**config.mk**
```make
export PLATFORM = sky130hd
export DESIGN_NAME = alu_seq_ctrl
export DESIGN_NICKNAME = d
export VERILOG_FILES = /design/src/rtl/alu_seq_ctrl.sv
export SDC_FILE = /design/constraint.sdc
export NUM_CORES = 1
export LEC_CHECK = 0
export CAP_MARGIN = 25
export CORE_UTILIZATION = 30
export CTS_BUF_LIST = sky130_fd_sc_hd__clkbuf_2 sky130_fd_sc_hd__clkbuf_4 sky130_fd_sc_hd__clkbuf_8
export DETAILED_ROUTE_END_ITERATION = 6
export PLACE_DENSITY = 0.52
export SLEW_MARGIN = 10
export SYNTH_ARGS = -nofsm -noshare
export SYNTH_HDL_FRONTEND = slang
export SYNTH_SLANG_ARGS = --single-unit
```
**constraint.sdc**
```tcl
create_clock -name clk -period 9.3 [get_ports clk]
set_input_delay 1.86 -clock clk [delete_from_list [all_inputs] [get_ports clk]]
set_output_delay 1.86 -clock clk [all_outputs]
set_load 0.1 [all_outputs]
```
**src/rtl/alu_seq_ctrl.sv**
```systemverilog
// -----------------------------------------------------------------------------
// alu_seq_ctrl
//
// Command sequencer for an external 8-bit, 3-bit-opcode ALU.
//
// It owns a 4 x DATA_W register file. It accepts one command at a time over a
// valid/ready handshake and drives the ALU operand and opcode ports from
// registers. One cycle later it captures the ALU result (or the immediate, for
// load commands), writes it back into the register file, and presents it on a
// valid/ready result port.
//
// Ports
//   clk, rst              clock (rising edge), asynchronous active-high reset
//   cmd_valid/cmd_ready   command handshake; ready only while idle
//   cmd_ld                1 = load cmd_imm into cmd_rd, 0 = ALU operation
//   cmd_op                ALU opcode, forwarded unchanged to alu_opc
//   cmd_rd/ra/rb          destination / operand-a / operand-b register index
//   cmd_imm               immediate for load commands
//   alu_opc/alu_a/alu_b   registered opcode and operands to the external ALU
//   alu_s                 combinational ALU result
//   res_valid/res_ready   result handshake
//   res_data/res_rd       written value and its destination index
//   res_zero              res_data == 0
//   op_count              results accepted by the consumer (wraps)
// -----------------------------------------------------------------------------
module alu_seq_ctrl #(
    parameter int DATA_W = 8,
    parameter int CNT_W  = 16
) (
    input  logic              clk,
    input  logic              rst,
    input  logic              cmd_valid,
    output logic              cmd_ready,
    input  logic              cmd_ld,
    input  logic [2:0]        cmd_op,
    input  logic [1:0]        cmd_rd,
    input  logic [1:0]        cmd_ra,
    input  logic [1:0]        cmd_rb,
    input  logic [DATA_W-1:0] cmd_imm,
    output logic [2:0]        alu_opc,
    output logic [DATA_W-1:0] alu_a,
    output logic [DATA_W-1:0] alu_b,
    input  logic [DATA_W-1:0] alu_s,
    output logic              res_valid,
    input  logic              res_ready,
    output logic [DATA_W-1:0] res_data,
    output logic [1:0]        res_rd,
    output logic              res_zero,
    output logic [CNT_W-1:0]  op_count
);

    typedef enum logic [1:0] {
        IDLE = 2'd0,
        EXEC = 2'd1,
        DONE = 2'd2
    } state_t;

    state_t state_q, state_d;

    // Latched command fields, needed when the result is written back.
    logic              ld_q, ld_d;
    logic [1:0]        rd_q, rd_d;
    logic [DATA_W-1:0] imm_q, imm_d;

    // Register file. It is reset asynchronously, so it is built from flops
    // rather than inferred RAM.
    logic [DATA_W-1:0] rf_q [4];
    logic [DATA_W-1:0] rf_d [4];

    logic [2:0]        alu_opc_q, alu_opc_d;
    logic [DATA_W-1:0] alu_a_q, alu_a_d;
    logic [DATA_W-1:0] alu_b_q, alu_b_d;

    logic              res_valid_q, res_valid_d;
    logic [DATA_W-1:0] res_data_q, res_data_d;
    logic [1:0]        res_rd_q, res_rd_d;
    logic              res_zero_q, res_zero_d;
    logic [CNT_W-1:0]  op_count_q, op_count_d;

    // Value committed in EXEC: the immediate for loads, the settled ALU
    // output otherwise.
    logic [DATA_W-1:0] wb_value;

    assign wb_value = ld_q ? imm_q : alu_s;

    // -------------------------------------------------------------------------
    // Next-state and datapath
    // -------------------------------------------------------------------------
    always_comb begin
        state_d     = state_q;
        ld_d        = ld_q;
        rd_d        = rd_q;
        imm_d       = imm_q;
        alu_opc_d   = alu_opc_q;
        alu_a_d     = alu_a_q;
        alu_b_d     = alu_b_q;
        res_valid_d = res_valid_q;
        res_data_d  = res_data_q;
        res_rd_d    = res_rd_q;
        res_zero_d  = res_zero_q;
        op_count_d  = op_count_q;
        for (int i = 0; i < 4; i++) begin
            rf_d[i] = rf_q[i];
        end

        unique case (state_q)
            IDLE: begin
                if (cmd_valid) begin
                    ld_d  = cmd_ld;
                    rd_d  = cmd_rd;
                    imm_d = cmd_imm;
                    // A load leaves the ALU inputs untouched, so the ALU
                    // ports keep showing the last real operation.
                    if (!cmd_ld) begin
                        alu_opc_d = cmd_op;
                        alu_a_d   = rf_q[cmd_ra];
                        alu_b_d   = rf_q[cmd_rb];
                    end
                    state_d = EXEC;
                end
            end

            EXEC: begin
                // The operands were sampled at accept time. The write to rd
                // therefore never feeds back into this operation, even when
                // rd aliases ra or rb.
                rf_d[rd_q]  = wb_value;
                res_data_d  = wb_value;
                res_rd_d    = rd_q;
                res_zero_d  = (wb_value == '0);
                res_valid_d = 1'b1;
                state_d     = DONE;
            end

            DONE: begin
                if (res_ready) begin
                    res_valid_d = 1'b0;
                    op_count_d  = op_count_q + CNT_W'(1);
                    state_d     = IDLE;
                end
            end

            default: begin
                state_d = IDLE;
            end
        endcase
    end

    // -------------------------------------------------------------------------
    // State registers
    // -------------------------------------------------------------------------
    always_ff @(posedge clk or posedge rst) begin
        if (rst) begin
            state_q     <= IDLE;
            ld_q        <= 1'b0;
            rd_q        <= 2'd0;
            imm_q       <= '0;
            alu_opc_q   <= 3'd0;
            alu_a_q     <= '0;
            alu_b_q     <= '0;
            res_valid_q <= 1'b0;
            res_data_q  <= '0;
            res_rd_q    <= 2'd0;
            res_zero_q  <= 1'b0;
            op_count_q  <= '0;
            for (int i = 0; i < 4; i++) begin
                rf_q[i] <= '0;
            end
        end else begin
            state_q     <= state_d;
            ld_q        <= ld_d;
            rd_q        <= rd_d;
            imm_q       <= imm_d;
            alu_opc_q   <= alu_opc_d;
            alu_a_q     <= alu_a_d;
            alu_b_q     <= alu_b_d;
            res_valid_q <= res_valid_d;
            res_data_q  <= res_data_d;
            res_rd_q    <= res_rd_d;
            res_zero_q  <= res_zero_d;
            op_count_q  <= op_count_d;
            for (int i = 0; i < 4; i++) begin
                rf_q[i] <= rf_d[i];
            end
        end
    end

    // -------------------------------------------------------------------------
    // Outputs
    // -------------------------------------------------------------------------
    assign cmd_ready = (state_q == IDLE);
    assign alu_opc   = alu_opc_q;
    assign alu_a     = alu_a_q;
    assign alu_b     = alu_b_q;
    assign res_valid = res_valid_q;
    assign res_data  = res_data_q;
    assign res_rd    = res_rd_q;
    assign res_zero  = res_zero_q;
    assign op_count  = op_count_q;

endmodule

```
==> metrics.csv, run 1 <==
metric,value,unit
run_status,finished clean,
cp.arrival,2.12,ns
drv_slew,0,
stdcell_count,568,
dp_cells,551,
clk_root_buffer_cell,clkbuf_8,
overflow,0,
r2r_end,rf_q[12],
crit_path_end_kind,primary output,
min_path_cells,2,
period_share,42.8,%
fmax,0.251,GHz
globalplace.congestion,0.728,
grt_max_degree,52,
crit_chain,"nor2_1, clkdlybuf4s50_1",
initial_core_util,31.4,%
grt_pass1_wl,14800,µm
clkSlewWorstSetupHoldPaths,0.09,ns
worst_pin_slew,1.01,ns
grt_pass1_vias,2717,
synth_cell_type_count,36,
worstPathRequired,7.44,ns
layout_commonest_cell,dfrtp_1,
cp-start-kind,flip-flop,
ff2ff_setup_slack,7.17,ns
ant_nets,0,
layout_common_cells,"dfrtp_1 (92), clkdlybuf4s50_1 (77), nor2_1 (33)",
drc_errors,0,
drtPass1Iterations,4,
viasPerCell,4.55,
ys_ff_latch,92,
min_to,res_rd[1],
yosysSeqAreaShare,57.2,%
min_path_type,flip-flop to flip-flop,
antenna_cells,0,
layout-drive-gt1-share,18.7,%
period_minus_slack,3.98,ns
hold_viol_final,0,
worstHoldStart,res_rd[1],
grtUsageTotal,13.8,%
regToRegStartpoint,state_q[1],
dieArea,0.0139,mm²
rsz0062_at_grt,no,
cap_violations,0,
drt_iter0_markers,119,
rows,41,
nets,422,
cts_buffer_depth,2,
dp_hpwl,6430,µm
wire_per_inst,15.6,µm
area_growth,29.1,%
cts_tree,done,
die_w,118,µm
antenna_found_initial,0,
cts_buffers,9,
pin_count,78,
path_max_fanout,6,
ys.warnings.count,0,
crit_path_max_incr_delay,1.16,ns
synthCells,314,
vias,2585,
crit_buf_inv,1,
place_area,0.00495,mm²
wl,8890,µm
cts.sinks,92,
reg2regPathDepth,3,
final_area,0.00519,mm²
critPathKind,flip-flop to primary output,
postCtsHoldBufs,0,
core,0.0128,mm²
cp_slowest_cell,clkdlybuf4s50_1,
die_y,118,µm
insertion_delay,0.35,ns
finClkSkew,0.00509,ns
port_buffers,77,
synth_fp_nets,345,
h-tree-depth,3,
critical-path-top-delay-family,buffers and inverters,
post_cts_buffers,0,
ctsResizeCount,0,
syn-cell-area,0.00402,mm²
setup_viol,0,
avgSynthCellArea,12.8,µm²
tns,0,ns
relSlewSlack,32.8,%
[state kept, by name, indices dropped and copies added, names as in the netlist]
register and flops:
alu_a 8, alu_b 8, alu_opc 3, imm_q 8
ld_q 1, op_count 16, rd_q 2, res_data 8
res_rd 2, res_valid 1, res_zero 1, rf_q 32
state_q 2
[metal layers]
metal  vias to the layer above  track usage, %  part of all wire [%]
met3                        10            2.66                   4.0
met1                      1257            19.5                    50
met5                         -               0                     0
met4                         0            6.25                   1.8
met2                        60            20.2                    44
li1                       1258               -                     -
[area by class of cell]
class                      count  area [µm²]
fill                        1254        7630
sequential                    92        2300
multi-input combinational    204        1630
timing repair buffer          80         797
tap                          172         215
clock buffer                  12         165
clock inverter                 4        70.1
inverter                       4        16.3
[how the worst max path moves through the flow]
stage | startpoint | to | slack (ns) | cells after the start
detailed placement | cmd_valid | alu_b[7] | 5.51 | 4
global route | state_q[0] | cmd_ready | 5.23 | 2
floorplan | rst | alu_a[0] | 5.05 | 1
finish | state_q[0] | cmd_ready | 5.32 | 2
global placement | cmd_valid | alu_b[7] | 5.53 | 4
CTS | state_q[0] | cmd_ready | 5.28 | 2
[cell families (layout without fill, tap and decap cells)]
| family | count (synthesis) | after routing | share of synthesized area (%) |
|---|---|---|---|
| adders and majority gates | 1 | 1 | 0.311 |
| AOI/OAI and AO/OA | 42 | 42 | 5.32 |
| xor gates and xnor gates | 15 | 15 | 3.27 |
| and+or+nand+nor | 92 | 92 | 11.3 |
| buffers and inverters | 18 | 100 | 2.33 |
| muxes | 54 | 54 | 20.3 |
| DFF | 92 | 92 | 57.2 |
[Yosys cell counts]
cell,n,share of area [%]
nand2b_1,2,0.31
clkbuf_1,3,0.28
nor3_1,1,0.12
o2111ai_1,1,0.22
mux2_2,20,5.6
nor2_1,33,3.1
nand3b_1,2,0.37
buf_1,2,0.19
xor2_1,3,0.65
buf_6,2,0.56
nand2_1,31,2.9
inv_1,4,0.37
and2_4,1,0.22
nor3_2,1,0.25
mux2_4,10,3.7
and3_1,1,0.16
mux2i_1,8,2.0
or4b_2,1,0.25
nor4_4,1,0.53
or4_2,1,0.22
buf_4,1,0.19
nand4_1,5,0.78
dfrtp_1,92,57
buf_2,6,0.75
o21ai_0,17,2.1
and4_1,1,0.22
xnor2_1,12,2.6
nor3b_2,1,0.31
nand3_1,5,0.62
mux4_2,16,9.0
nor2b_4,1,0.34
or2_2,1,0.16
nor2b_1,1,0.16
a21oi_1,24,3.0
nor4_1,2,0.31
ha_1,1,0.31
[worst reg2reg max path, cell delays in order (launching register included)]
cell and delay [ns]:
dfrtp_1 0.44, nand2b_1 0.51, nor3b_2 0.88, a21oi_1 0.16
[stage by stage]
| stage | hold WS (ns) | worst slack (ns) | utilization [%] |
|---|---|---|---|
| after global placement | 0.464 | 5.53 | 38.5 |
| final | 0.483 | 5.32 | 40.5 |
| after global routing | 0.515 | 5.23 | 40.5 |
| after floorplan | 0.461 | 5.05 | - |
| after CTS | 0.489 | 5.28 | 40.4 |
| after detailed placement | 0.466 | 5.51 | 38.6 |
Power of run 1 is not shown: default switching activity piles up to over one toggle a cycle in this logic, so the estimate is an artifact.
==> inputs of run 2 (changes only) <==
==> constraint.sdc (replaced) <==
create_clock -name clk -period 3.98 [get_ports clk]
set_input_delay 0.796 -clock clk [delete_from_list [all_inputs] [get_ports clk]]
set_output_delay 0.796 -clock clk [all_outputs]
set_load 0.1 [all_outputs]
==> run 2 against run 1 <==
  * Cell count stayed put
  * Clock skew rose by 0.0020 ns
  * Die area stayed put
  * Via count up 0.46%
  * Highest routed layer unchanged
  * Setup slack got worse by 4.3 ns
  * Global-route usage hardly changed
  * Routed wire length shrank 1.3%
  * Clock-buffer cell count stayed put
  * Largest cell class unchanged
  * First-iteration DRC count decreased by 5.9%
  * Worst hold slack better by 0.0027 ns
  * Critical path depth is the same
==> metrics.csv, run 2 (synthesis results as in run 1) <==
metric,value,unit
whs,0.485,ns
insertion_delay,0.36,ns
drtPass1Iterations,4,
worstPathRequired,3.18,ns
worst_pin_slew,0.995,ns
grt_max_degree,48,
cts_buffers,9,
dieArea,0.0139,mm²
cts_tree,done,
layout_commonest_cell,dfrtp_1,
ant_nets,0,
fmax,0.342,GHz
crit_path_end_kind,primary output,
overflow,0,
rsz0062_at_grt,no,
post_cts_buffers,0,
postCtsHoldBufs,0,
area_growth,29.2,%
die_w,118,µm
dp_hpwl,6470,µm
wl,8780,µm
initial_core_util,31.4,%
viasPerCell,4.57,
finClkSkew,0.00707,ns
hold_viol_final,0,
run_status,finished clean,
h-tree-depth,3,
path_max_fanout,6,
cts.sinks,92,
tns,0,ns
cts_buffer_depth,2,
core,0.0128,mm²
max_flop_register,rf_q,
grtUsageTotal,13.7,%
drt_iter0_markers,112,
vias,2597,
ctsResizeCount,0,
min_path_type,flip-flop to flip-flop,
wire_per_inst,15.5,µm
nets,422,
relSlewSlack,33.4,%
globalplace.congestion,0.725,
layout-drive-gt1-share,18.7,%
clk_root_buffer_cell,clkbuf_8,
largest_register_ffs,32,
cp-start-kind,flip-flop,
period_minus_slack,2.92,ns
layout_common_cells,"dfrtp_1 (92), clkdlybuf4s50_1 (77), nor2_1 (33)",
period_share,73.4,%
grt_pass1_wl,14800,µm
crit_chain,"nor2_1, clkdlybuf4s50_1",
die_y,118,µm
cap_violations,0,
port_buffers,77,
grt_pass1_vias,2785,
setup_viol,0,
pin_count,78,
drc_errors,0,
crit_path_max_incr_delay,1.16,ns
cp.arrival,2.13,ns
rows,41,
antenna_found_initial,0,
clkSlewWorstSetupHoldPaths,0.09,ns
drv_slew,0,
critPathKind,flip-flop to primary output,
antenna_cells,0,
cp_slowest_cell,clkdlybuf4s50_1,
-- run 2: changes by cell type in the layout (fill, tap and decap cells not counted), sizes merged --
cell / previous run / this run
clkinvlp: 0 / 1
clkinv: 3 / 2
-- run 2: area by class of cell --
type / instances / area (µm²)
timing repair buffer: 80 / 813
fill: 1260 / 7620
inverter: 4 / 16.3
sequential: 92 / 2300
tap: 172 / 215
multi-input combinational: 204 / 1630
clock inverter: 4 / 72.6
clock buffer: 12 / 153
-- run 2: per-layer routing --
| metal | up-vias | GRT usage (%) | routed length, µm |
|---|---|---|---|
| met5 | - | 0 | 0 |
| met4 | 0 | 5.53 | 124 |
| met3 | 8 | 3.49 | 369 |
| met2 | 51 | 20.5 | 4000 |
| met1 | 1278 | 19.0 | 4290 |
| li1 | 1260 | - | - |
-- run 2: path summary, 6_finish.rpt --
path	cells after the start	slack (ns)	start	to
worst max-delay path	2	1.06	state_q[1]	cmd_ready
worst min-delay path	1	0.49	op_count[15]	op_count[15]
worst max register to register	3	1.88	state_q[1]	rf_q[11]
worst min register to register	1	0.49	op_count[15]	op_count[15]
max in group asynchronous	3	2.37	rst	rf_q[24]
min in group asynchronous	2	0.89	rst	alu_opc[0]
-- run 2: metrics by stage --
step / instance area [µm²] / cells / utilization (%) / setup WS [ns]
finish: 5200 / 568 / 40.5 / 1.06
global route: 5200 / 568 / 40.5 / 0.990
CTS: 5200 / 568 / 40.5 / 1.01
detailed placement: 4970 / 552 / 38.8 / 1.24
global placement: 4950 / 550 / 38.6 / 1.28
floorplan: 4020 / 314 / - / 0.792
-- run 2: worst max-delay path: cells and delay by family (launching register included) --
| kind | cells | cell delay [ns] |
|---|---|---|
| flip-flops | 1 | 0.43 |
| AND/OR/NAND/NOR | 1 | 0.17 |
| buffers and inverters | 1 | 1.16 |
Power of run 2 is left out for the same reason.
==> inputs of run 3 (changes only) <==
==> constraint.sdc (replaced) <==
create_clock -name clk -period 2.8 [get_ports clk]
set_input_delay 0.56 -clock clk [delete_from_list [all_inputs] [get_ports clk]]
set_output_delay 0.56 -clock clk [all_outputs]
set_load 0.1 [all_outputs]
==> run 3 against run 2 <==
  * Setup slack got worse by 0.069 ns
  * Cell count grew 1.1%
  * Via count up 3.5%
  * Clock-buffer cell count decreased by 3
  * Critical path type unchanged
  * Critical endpoint unchanged
  * Highest routed layer unchanged
==> metrics.csv, run 3 (synthesis results as in run 1) <==
metric,value,unit
die_y,118,µm
globalplace.congestion,0.735,
pin_count,78,
crit_path_end_kind,primary output,
wl,9020,µm
drc_errors,0,
nets,428,
ff2ff_setup_slack,0.99,ns
wire_per_inst,15.7,µm
min_path_cells,2,
reg2regPathDepth,4,
grt_max_degree,34,
period_share,64.7,%
cts_tree,done,
dieArea,0.0139,mm²
cts_buffers,9,
grtUsageTotal,14.1,%
critical-path-top-delay-family,flip-flops,
worstPathRequired,2.24,ns
rows,41,
core,0.0128,mm²
cts_buffer_depth,2,
finClkSkew,0.0108,ns
drv_slew,0,
hold_viol_final,0,
min_path_type,flip-flop to flip-flop,
crit_buf_inv,1,
h-tree-depth,3,
path_max_fanout,6,
layout-drive-gt1-share,32.1,%
viasPerCell,4.68,
cap_violations,0,
antenna_found_initial,0,
insertion_delay,0.37,ns
port_buffers,77,
post_cts_buffers,0,
ant_nets,0,
clkSlewWorstSetupHoldPaths,0.09,ns
met2_usage,19.9,%
met3_usage,2.57,%
dp_hpwl,6520,µm
drt_iter0_markers,107,
area_growth,27.0,%
initial_core_util,31.4,%
fmax,0.552,GHz
rsz0062_at_grt,no,
worst_pin_slew,0.767,ns
use_met1,20.6,%
busiest_layer,met1,
setup_viol,0,
max_flop_register,rf_q,
postCtsHoldBufs,0,
clk_root_buffer_cell,clkbuf_8,
layout_common_cells,"dfrtp_1 (92), buf_4 (55), nor2_1 (32)",
critPathKind,flip-flop to primary output,
cts.sinks,92,
period_minus_slack,1.81,ns
overflow,0,
layout_commonest_cell,dfrtp_1,
cp_slowest_cell,dfrtp_1,
relSlewSlack,48.9,%
cp.arrival,1.25,ns
largest_register_ffs,32,
tns,0,ns
cp-start-kind,flip-flop,
vias,2689,
die_w,118,µm
drtPass1Iterations,4,
antenna_cells,0,
grt_pass1_wl,15000,µm
crit_chain,"nor2_2, buf_4",
run_status,finished clean,
crit_cells,2,
crit_path_max_incr_delay,0.44,ns
ctsResizeCount,0,
grt_pass1_vias,2671,
-- run 3: cell types whose count changed in the layout (fill, tap and decap cells not counted), moves of 2 or more --
| cell | before | now |
|---|---|---|
| buf_6 | 2 | 0 |
| clkinv_4 | 0 | 2 |
| clkdlybuf4s50_1 | 77 | 29 |
| clkbuf_4 | 2 | 0 |
| clkinvlp_4 | 1 | 3 |
| buf_4 | 0 | 55 |
-- run 3: per-stage QoR --
stage	utilization (%)	worst slack [ns]	cells	hold WS, ns	cell area (µm²)
6_report	39.8	0.988	574	0.485	5110
5_1_grt	39.8	0.756	574	0.517	5110
4_1_cts	39.8	0.948	574	0.486	5110
3_5_place_dp	38.3	0.603	558	0.470	4910
3_3_place_gp	38.3	0.602	558	0.466	4910
2_1_floorplan	-	0.411	314	0.461	4030
-- run 3: layout make-up --
cell class              instances  area, µm²
multi-input cells             204       1630
flip-flops and latches         92       2300
clock buffers                   9        124
fillers                      1273       7710
clock inverters                 7       76.3
inverters                       4       18.8
well taps                     172        215
repair buffers                 86        743
-- run 3: tightest hold or removal path, stage by stage (launching register included) --
cell	delay [ns]
dfrtp_1	0.35
nand2_1	0.05
nand2_1	0.05
-- run 3: path summary, 6_finish.rpt --
path	from	endpoint
min in group asynchronous	rst	ld_q
worst min register to register	res_rd[0]	res_rd[0]
worst max register to register	state_q[0]	rf_q[7]
worst min-delay path	res_rd[0]	res_rd[0]
max in group asynchronous	rst	alu_a[2]
worst max-delay path	state_q[0]	cmd_ready
-- run 3: per-layer routing --
metal / part of all wire [%] / up-vias / routed length (µm)
met5: 0 / - / 0
met2: 45 / 56 / 4010
li1: - / 1273 / -
met3: 3.3 / 13 / 300
met1: 50 / 1347 / 4520
met4: 2.0 / 0 / 184
Power of run 3 is left out for the same reason.
